[config.mk]
export PLATFORM = sky130hd
export DESIGN_NAME = uaslr_cfg_gen
export DESIGN_NICKNAME = d
export VERILOG_FILES = /design/src/rtl/uaslr_cfg_gen.sv
export SDC_FILE = /design/constraint.sdc
export NUM_CORES = 1
export LEC_CHECK = 0
export ABC_AREA = 0
export BUFFER_PORTS_ARGS = -buffer_cell sky130_fd_sc_hd__buf_2
export CAP_MARGIN = 20
export CORE_MARGIN = 2
export CORE_UTILIZATION = 35
export CTS_BUF_LIST = sky130_fd_sc_hd__clkbuf_16
export DETAILED_ROUTE_END_ITERATION = 8
export SYNTH_ARGS = -nofsm -noshare
export SYNTH_HDL_FRONTEND = slang
export SYNTH_SLANG_ARGS = --single-unit
[constraint.sdc]
create_clock -name clk -period 2.7 [get_ports clk]
set_input_delay 0 -clock clk [delete_from_list [all_inputs] [get_ports clk]]
set_output_delay 0 -clock clk [all_outputs]
set_load 0.05 [all_outputs]
[src/rtl/uaslr_cfg_gen.sv]
`default_nettype none
// ============================================================================
// Module   : uaslr_cfg_gen
// Purpose  : uASLR config word source -- LFSR-derived offset, swapped under a
//            quiesce handshake with the core.
// Revision : 1.0
// ============================================================================
module uaslr_cfg_gen #(
  parameter int unsigned          RNG_WIDTH   = 32,
  parameter int unsigned          PERIOD_W    = 16,
  parameter logic [RNG_WIDTH-1:0] LFSR_SEED   = 32'hACE1_2468,
  parameter int unsigned          ACK_TIMEOUT = 1024
) (
  input  logic                 clk,
  input  logic                 rst,
  input  logic                 cfg_en_i,
  input  logic                 rekey_req_i,
  input  logic [PERIOD_W-1:0]  rekey_period_i,
  input  logic                 entropy_i,
  output logic                 quiesce_req_o,
  input  logic                 quiesce_ack_i,
  output logic [RNG_WIDTH-1:0] uASLR_config_o,
  output logic                 busy_o,
  output logic                 rekey_done_o,
  output logic                 rekey_err_o
);

  // Right-shift Galois taps for x^32+x^22+x^2+x+1 (0x8020_0003 at 32 bits)
  localparam logic [RNG_WIDTH-1:0] c_TAPS =
    {1'b1, {(RNG_WIDTH-1){1'b0}}} | RNG_WIDTH'(32'h0020_0003);
  localparam int unsigned TMO_W = $clog2(ACK_TIMEOUT + 1);
  localparam logic [TMO_W-1:0] c_TMO_LAST = TMO_W'(ACK_TIMEOUT - 1);

  typedef enum logic [1:0] {
    S_IDLE    = 2'd0,
    S_REQ     = 2'd1,
    S_SWAP    = 2'd2,
    S_RELEASE = 2'd3
  } state_t;

  state_t                 state_q;
  logic [RNG_WIDTH-1:0]   lfsr_q, lfsr_d, lfsr_step;
  logic [PERIOD_W-1:0]    cnt_q, cnt_d;
  logic                   pending_q, pending_d;
  logic                   expire;
  logic [TMO_W-1:0]       tmo_q;
  logic [RNG_WIDTH-1:0]   cfg_q;
  logic [RNG_WIDTH-3:0]   new_off;
  logic                   req_q, busy_q, done_q, err_q;
  logic                   idle;

  assign idle = (state_q == S_IDLE);

  always_comb begin
    lfsr_step    = {1'b0, lfsr_q[RNG_WIDTH-1:1]} ^ (lfsr_q[0] ? c_TAPS : '0);
    lfsr_step[0] = lfsr_step[0] ^ entropy_i;
    lfsr_d       = (lfsr_step == '0) ? LFSR_SEED : lfsr_step;
  end

  // Period counter only runs while idle with nothing queued; it holds while busy.
  always_comb begin
    cnt_d  = cnt_q;
    expire = 1'b0;
    if (idle) begin
      if (!cfg_q[0] || rekey_period_i == '0) begin
        cnt_d = '0;
      end else if (!pending_q) begin
        if (cnt_q >= rekey_period_i - PERIOD_W'(1)) begin
          expire = 1'b1;
          cnt_d  = '0;
        end else begin
          cnt_d = cnt_q + PERIOD_W'(1);
        end
      end
    end
  end

  // Triggers seen in the cycle that launches a transaction are folded into it.
  // An enable mismatch is a level, so it is only evaluated while idle.
  always_comb begin
    pending_d = pending_q;
    if (idle) begin
      if (pending_q) begin
        pending_d = 1'b0;
      end else begin
        pending_d = rekey_req_i | expire | (cfg_en_i != cfg_q[0]);
      end
    end else begin
      pending_d = pending_q | rekey_req_i;
    end
  end

  always_comb begin
    new_off = lfsr_q[RNG_WIDTH-1:2];
    if (new_off == cfg_q[RNG_WIDTH-1:2]) begin
      new_off[0] = ~new_off[0];
    end
  end

  always_ff @(posedge clk) begin
    if (rst) begin
      state_q   <= S_IDLE;
      lfsr_q    <= LFSR_SEED;
      cnt_q     <= '0;
      pending_q <= 1'b0;
      tmo_q     <= '0;
      cfg_q     <= '0;
      req_q     <= 1'b0;
      busy_q    <= 1'b0;
      done_q    <= 1'b0;
      err_q     <= 1'b0;
    end else begin
      lfsr_q    <= lfsr_d;
      cnt_q     <= cnt_d;
      pending_q <= pending_d;
      done_q    <= 1'b0;
      err_q     <= 1'b0;
      case (state_q)
        S_IDLE: begin
          if (pending_q) begin
            state_q <= S_REQ;
            req_q   <= 1'b1;
            busy_q  <= 1'b1;
            tmo_q   <= '0;
          end
        end
        S_REQ: begin
          if (quiesce_ack_i) begin
            state_q <= S_SWAP;
          end else if (tmo_q == c_TMO_LAST) begin
            state_q <= S_IDLE;
            req_q   <= 1'b0;
            busy_q  <= 1'b0;
            err_q   <= 1'b1;
          end else begin
            tmo_q <= tmo_q + TMO_W'(1);
          end
        end
        S_SWAP: begin
          cfg_q   <= {new_off, 1'b0, cfg_en_i};
          req_q   <= 1'b0;
          state_q <= S_RELEASE;
        end
        S_RELEASE: begin
          if (!quiesce_ack_i) begin
            done_q  <= 1'b1;
            busy_q  <= 1'b0;
            state_q <= S_IDLE;
          end
        end
        default: begin
          state_q <= S_IDLE;
          req_q   <= 1'b0;
          busy_q  <= 1'b0;
        end
      endcase
    end
  end

  assign quiesce_req_o  = req_q;
  assign uASLR_config_o = cfg_q;
  assign busy_o         = busy_q;
  assign rekey_done_o   = done_q;
  assign rekey_err_o    = err_q;

endmodule
`default_nettype wire
==> flow_metrics.tcl, run 1 <==
set metrics [dict create \
    slew_headroom 0.535 \
    ctsRootBufferMaster "clkbuf_16" \
    netlist_instances 514 \
    reg2reg_from "cnt_q[0]$_SDFFE_PP0P_" \
    syn_nets 560 \
    regArea_um2 1940 \
    critPathBufInv 3 \
    setup_viol 0 \
    hold_start "quiesce_ack_i" \
    num_io_pins 58 \
    multi_input_area_um2 2760 \
    core_um2 13300 \
    drv_slew 0 \
    area_delta_synth_final_pct 19.1 \
    gp_congestion 0.812 \
    start_util 0.359 \
    ys_async_sr_fraction 0 \
    final_layout_size_suffix_gt1_frac 0.198 \
    hold_path_class "in -> reg" \
    cellPowerDensity_nw_per_um2 584 \
    timing.rr.end "cnt_q[6]$_SDFFE_PP0P_" \
    worstPathRequired_ns 2.98 \
    final_nets 629 \
    startpoint_type "primary input" \
    gr-max-usage-layer "met2" \
    yosys.cell_types.count 53 \
    cts-buffers-inserted 9 \
    postSynthAreaPerCell_um2 9.28 \
    ys_seq_area_frac 0.407 \
    crit_fanout 10 \
    wl_per_cell_um 14.6 \
    use_met2 0.255 \
    arrival_ns 2.85 \
    syn_area_um2 4770 \
    grt.total_usage 0.157 \
    grt-ovfl-total 0 \
    clk_latency_ns 0.34 \
    die-area_um2 14600 \
    fill_cells 1318 \
    grt_pass1_wl_um 18100 \
    p_total_mw 3.32 \
    hold_violations 0 \
    leakagePower_nw 2.28 \
    pre_cts_slack_ns -0.303 \
    slowest_stage "or3_4" \
    cpPeakStageDelay_ns 0.34 \
    clock.fmax_mhz 389 \
    cts.sinks 97 \
    yosysWarnings 0 \
    grt_use_met1 0.198 \
    clockBufferDepth 2 \
    use_met3 0.0288 \
    fin_skew_ns 0.00628 \
    fp.dieH_um 121 \
    critPathTopFamily "simple AND/OR/NAND/NOR gates" \
    vias 3829 \
    hold-path-cell-count 3 \
    cap_viol_max_count 0 \
    rows 42 \
    ys.flop_type "dfxtp_1" \
    grt_antenna_before_repair 0 \
    post-route-util 0.427 \
    vdd.ir_drop.worst_mv 0.274 \
    diodes 0 \
    drt-initial-drc-count 109 \
    grt_max_degree 56 \
    timing.reg2reg.setup_slack_ns 0.33 \
    worst-setup-path-type "in -> reg" \
    ys_ff_latch 97 \
    finalCritPeriodShare 0.951 \
    htree_levels 3 \
    rr_worst_depth 9 \
    crit_path_frequent_cell "ha_1" \
    worstPathCellList "buf_2, inv_1, ha_1, nand2_1, or2_2, nor2_4, nand3_2, xor2_2, ha_1, and4_1, a21oi_1, nand3_1, or3_4, a221o_1, buf_6, nor2_2" \
    grt_pass1_vias 3622 \
    ant_nets 0 \
    die_w_um 121 \
    tritoncts "done" \
    avgViaCountPerCell 5.02 \
    post-dp-hpwl_um 8000 \
    setup_ws_ns 0.132 \
    cts.clk_slew.worst_paths_ns 0.06 \
    wl_um 11100 \
    worst_pin_slew_ns 0.695 \
    worstSetupEndpointType "flop" \
    period_minus_slack_ns 2.57 \
    first_pass_iters 4 \
    port_buffers 56 \
    synth-edff-count 0 \
    drc 0 \
    status "finished clean" \
]
==> worst max-delay path by stage <==
| stage | startpoint | endpoint | slack, ns | depth (start not counted) |
|---|---|---|---|---|
| after floorplan | rekey_period_i[0] | cnt_q[10]$_SDFFE_PP0P_ | 0.02 | 14 |
| after global placement | rekey_period_i[0] | cnt_q[11]$_SDFFE_PP0P_ | -0.23 | 15 |
| after detailed placement | rekey_period_i[0] | cnt_q[6]$_SDFFE_PP0P_ | -0.30 | 15 |
| after CTS | rekey_period_i[0] | cnt_q[6]$_SDFFE_PP0P_ | 0.02 | 14 |
| after global routing | rekey_period_i[0] | cnt_q[3]$_SDFFE_PP0P_ | -0.03 | 15 |
| final | rekey_period_i[0] | cnt_q[6]$_SDFFE_PP0P_ | 0.13 | 16 |
==> layer usage <==
layer / share of wire / wire (um)
met1: 0.46 / 5150
met2: 0.47 / 5240
met3: 0.039 / 432
met4: 0.029 / 318
met5: 0 / 0
==> worst register-to-register path: cells and delay by family (launching register included) <==
| family | cells | cell delay [ns] |
|---|---|---|
| flip-flops | 1 | 0.41 |
| adder cells (fa/ha/maj) | 1 | 0.26 |
| buffers and inverters | 2 | 0.23 |
| AO/OA/AOI/OAI | 3 | 0.78 |
| AND/OR/NAND/NOR | 3 | 0.64 |
==> registers in the layout, indices dropped and copies added (netlist names), named ones only <==
| signal | cells |
|---|---|
| state_q | 1 |
| cnt_q | 16 |
| lfsr_q | 32 |
| rekey_err_o | 1 |
| tmo_q | 11 |
| rekey_done_o | 1 |
| uASLR_config_o | 31 |
| pending_q | 1 |
| busy_o | 1 |
| quiesce_req_o | 1 |
==> report_power, final <==
| group | internal (mW) | total (mW) | switching, mW |
|---|---|---|---|
| clock network | 0.606 | 1.12 | 0.511 |
| registers | 1.51 | 1.59 | 0.0867 |
| logic | 0.220 | 0.605 | 0.385 |
==> layout make-up <==
| type | instances | share of cell area |
|---|---|---|
| Clock inverter | 6 | 0.00506 |
| Sequential cell | 97 | 0.342 |
| Multi-Input combinational cell | 386 | 0.486 |
| Timing Repair Buffer | 78 | 0.0817 |
| Clock buffer | 9 | 0.0396 |
| Inverter | 11 | 0.00727 |
| Tap cell | 176 | 0.0388 |
==> stage by stage <==
stage	cell area, um^2	setup TNS, ns	instances	hold slack, ns
6_report	5680	0	763	0.0324
4_1_cts	5610	0	761	0.0159
5_1_grt	5680	-0.159	763	0.0818
2_1_floorplan	4790	0	514	0.147
3_3_place_gp	5350	-3.01	745	0.276
3_5_place_dp	5350	-4.02	745	0.280
==> cells in the final DEF (no fill, tap or decap), types with 5 or more instances in the layout <==
cell type and instances:
buf_4 19, mux2i_1 30, a211oi_1 6, or3_1 12, o21ai_0 5, nand3_1 19
nor2_2 10, nor2b_1 5, nand4_1 18, clkbuf_16 9, inv_1 13, a21oi_1 8
nor2_1 59, buf_2 56, ha_1 23, nor4_1 20, dfxtp_1 97, xor2_1 39
xnor2_1 28, nand2_1 24, nor3_1 6, and2_1 22
==> cells in the mapped netlist, types with 2 or more instances <==
library cell | count | area [um^2]
and2_1 | 22 | 138
a211oi_1 | 6 | 45.0
nor4_1 | 20 | 125
mux2i_1 | 30 | 300
nand2b_1 | 3 | 18.8
nor2b_1 | 5 | 31.3
inv_1 | 11 | 41.3
dfxtp_1 | 97 | 1940
a21o_1 | 3 | 22.5
a31oi_1 | 4 | 25.0
o21ai_0 | 5 | 25.0
nand3_1 | 20 | 100
nor3b_1 | 2 | 15.0
nor2_2 | 10 | 62.6
ha_1 | 24 | 300
a21oi_1 | 8 | 40.0
o41ai_1 | 2 | 17.5
nor2_1 | 60 | 225
or3_1 | 13 | 81.3
clkbuf_1 | 17 | 63.8
a41oi_1 | 3 | 26.3
nor3_1 | 9 | 45.0
xor2_1 | 40 | 350
nand2_1 | 24 | 90.1
and3_1 | 4 | 25.0
nand4_1 | 18 | 113
xnor2_1 | 28 | 245
==> kinds of logic (layout without fill, tap and decap cells) <==
kind of cell / after synthesis / count (layout) / synth area share
and+or+nand+nor: 218 / 218 / 0.241
DFF: 97 / 97 / 0.407
xor gates and xnor gates: 68 / 68 / 0.125
AOI/OAI and AO/OA: 45 / 45 / 0.0734
buffers and inverters: 31 / 104 / 0.0270
muxes: 30 / 30 / 0.0629
adders and majority gates: 24 / 24 / 0.0629
other: 1 / 1 / 0.000786
==> timing repair <==
item	in CTS	in global routing
setup buffers	0	1
setup endpoints to repair	0	16
endpoints found under the hold margin	1	0
resized for setup	0	9
hold buffers	1	0
(Power assumes the default switching activity.)
==> run 2, diff against run 1 <==
--- a/config.mk
+++ b/config.mk
@@ -12,6 +12,7 @@
 export CORE_UTILIZATION = 35
 export CTS_BUF_LIST = sky130_fd_sc_hd__clkbuf_16
 export DETAILED_ROUTE_END_ITERATION = 8
+export RECOVER_POWER = 100
 export SYNTH_ARGS = -nofsm -noshare
 export SYNTH_HDL_FRONTEND = slang
 export SYNTH_SLANG_ARGS = --single-unit
==> constraint.sdc (replaced) <==
create_clock -name clk -period 2.7 [get_ports clk]
set_input_delay 0 -clock clk [delete_from_list [all_inputs] [get_ports clk]]
set_output_delay 0 -clock clk [all_outputs]
set_load 0.02 [all_outputs]
==> flow_metrics.tcl, run 2 (same netlist as run 1, synthesis figures left out) <==
set metrics [dict create \
    slew_headroom 0.299 \
    drt-initial-drc-count 110 \
    cap_viol_max_count 0 \
    worst_pin_slew_ns 1.05 \
    cpPeakStageDelay_ns 0.34 \
    htree_levels 3 \
    diodes 0 \
    clock.fmax_mhz 389 \
    timing.reg2reg.setup_slack_ns 0.33 \
    ant_nets 0 \
    port_buffers 56 \
    worst-setup-path-type "in -> reg" \
    final_common_cell "dfxtp_1" \
    final_layout_size_suffix_gt1_frac 0.133 \
    startpoint_type "primary input" \
    hold_path_class "in -> reg" \
    wl_met2_um 5210 \
    die_w_um 121 \
    grt_pass1_wl_um 18100 \
    slowest_stage "or3_4" \
    core_um2 13300 \
    crit_fanout 10 \
    num_io_pins 58 \
    period_minus_slack_ns 2.57 \
    ctsRootBufferMaster "clkbuf_16" \
    drv_slew 0 \
    vdd.ir_drop.worst_mv 0.270 \
    dp_cells 745 \
    grt_pass1_vias 3622 \
    setup_viol 0 \
    worstSetupEndpointType "flop" \
    pre_cts_slack_ns -0.303 \
    tns_ns 0 \
    grt_antenna_before_repair 0 \
    finalCritPeriodShare 0.951 \
    fp.dieH_um 121 \
    hold_violations 0 \
    worstPathRequired_ns 2.98 \
    drt-met1-wl_um 5120 \
    first_pass_iters 4 \
    fin_skew_ns 0.00625 \
    worstPathCellList "buf_2, inv_1, ha_1, nand2_1, or2_2, nor2_4, nand3_2, xor2_2, ha_1, and4_1, a21oi_1, nand3_1, or3_4, a221o_1, buf_6, nor2_2" \
    vias 3835 \
    cts.clk_slew.worst_paths_ns 0.06 \
    setup_ws_ns 0.132 \
    grt_max_degree 56 \
    arrival_ns 2.85 \
    avgViaCountPerCell 5.03 \
    gp_congestion 0.812 \
    finalNonFillerCells 763 \
    final_cell_mix "dfxtp_1, nor2_1, xor2_1" \
    die-area_um2 14600 \
    leakagePower_nw 2.11 \
    top_layer_used "met4" \
    cts.sinks 97 \
    status "finished clean" \
    crit_path_frequent_cell "ha_1" \
    post-dp-hpwl_um 8000 \
    area_delta_synth_final_pct 17.6 \
    clk_latency_ns 0.34 \
    cellPowerDensity_nw_per_um2 581 \
    grt.total_usage 0.157 \
    cts-buffers-inserted 9 \
    wl_um 11100 \
    drc 0 \
    clockBufferDepth 2 \
    rows 42 \
    grt-ovfl-total 0 \
    largest_reg_flops 32 \
    top_register "lfsr_q" \
    tritoncts "done" \
    final_nets 629 \
    wl_per_cell_um 14.5 \
    met3_length_um 433 \
    start_util 0.359 \
]
[run 2: cell count changes in the layout (fill, tap and decap cells not counted), sizes merged]
cell / before / now
buf: 77 / 39
clkbuf: 9 / 47
[run 2: critical path, delay by kind of cell]
family,cells,cell delay (ns)
fa+ha+maj,2,0.46
simple gates,8,1.37
compound gates,2,0.48
xor+xnor,1,0.17
buf+inv,3,0.35
[run 2: layout make-up]
type	instances	area, um^2
clock buffers	9	225
clock inverters	6	28.8
fillers	1321	7680
inverters	11	41.3
multi-input cells	386	2760
flip-flops and latches	97	1940
well taps	176	220
repair buffers	78	398
[run 2: final timing paths]
| check | startpoint | end | depth (start not counted) |
|---|---|---|---|
| worst min-delay path | quiesce_ack_i | flop | 3 |
| worst max-delay path | rekey_period_i[0] | cnt_q[6]$_SDFFE_PP0P_ | 16 |
| worst max register to register | cnt_q[0]$_SDFFE_PP0P_ | cnt_q[6]$_SDFFE_PP0P_ | 9 |
| worst min register to register | busy_o$_SDFFE_PP0P_ | busy_o$_SDFFE_PP0P_ | 2 |
[run 2: what timing repair did]
item | 4_1_cts | 5_1_grt
hold buffers | 1 | 0
setup endpoints to repair | 0 | 16
hold endpoints to repair | 1 | 0
buffers inserted | 0 | 1
resized for setup | 0 | 9
[run 2: report_power, final]
part	internal, mW	leakage (nW)	switching [mW]
clock	0.606	0.133	0.512
combinational	0.212	1.19	0.337
sequential	1.51	0.792	0.0870
[run 2: stage by stage]
| stage | instance area, um^2 | util | hold WS, ns | power, mW |
|---|---|---|---|---|
| 6_report | 5610 | 0.422 | 0.0324 | 3.26 |
| 5_1_grt | 5610 | 0.422 | 0.0818 | 3.43 |
| 4_1_cts | 5610 | 0.422 | 0.0159 | 3.30 |
| 3_5_place_dp | 5350 | 0.402 | 0.280 | 2.17 |
| 3_3_place_gp | 5350 | 0.402 | 0.276 | 2.16 |
| 2_1_floorplan | 4790 | - | 0.147 | 2.01 |
[run 2: routing by layer]
metal,GRT usage,up-vias
met4,0.0821,0
met1,0.198,1797
li1,-,1941
met3,0.0288,21
met5,0,-
met2,0.255,76
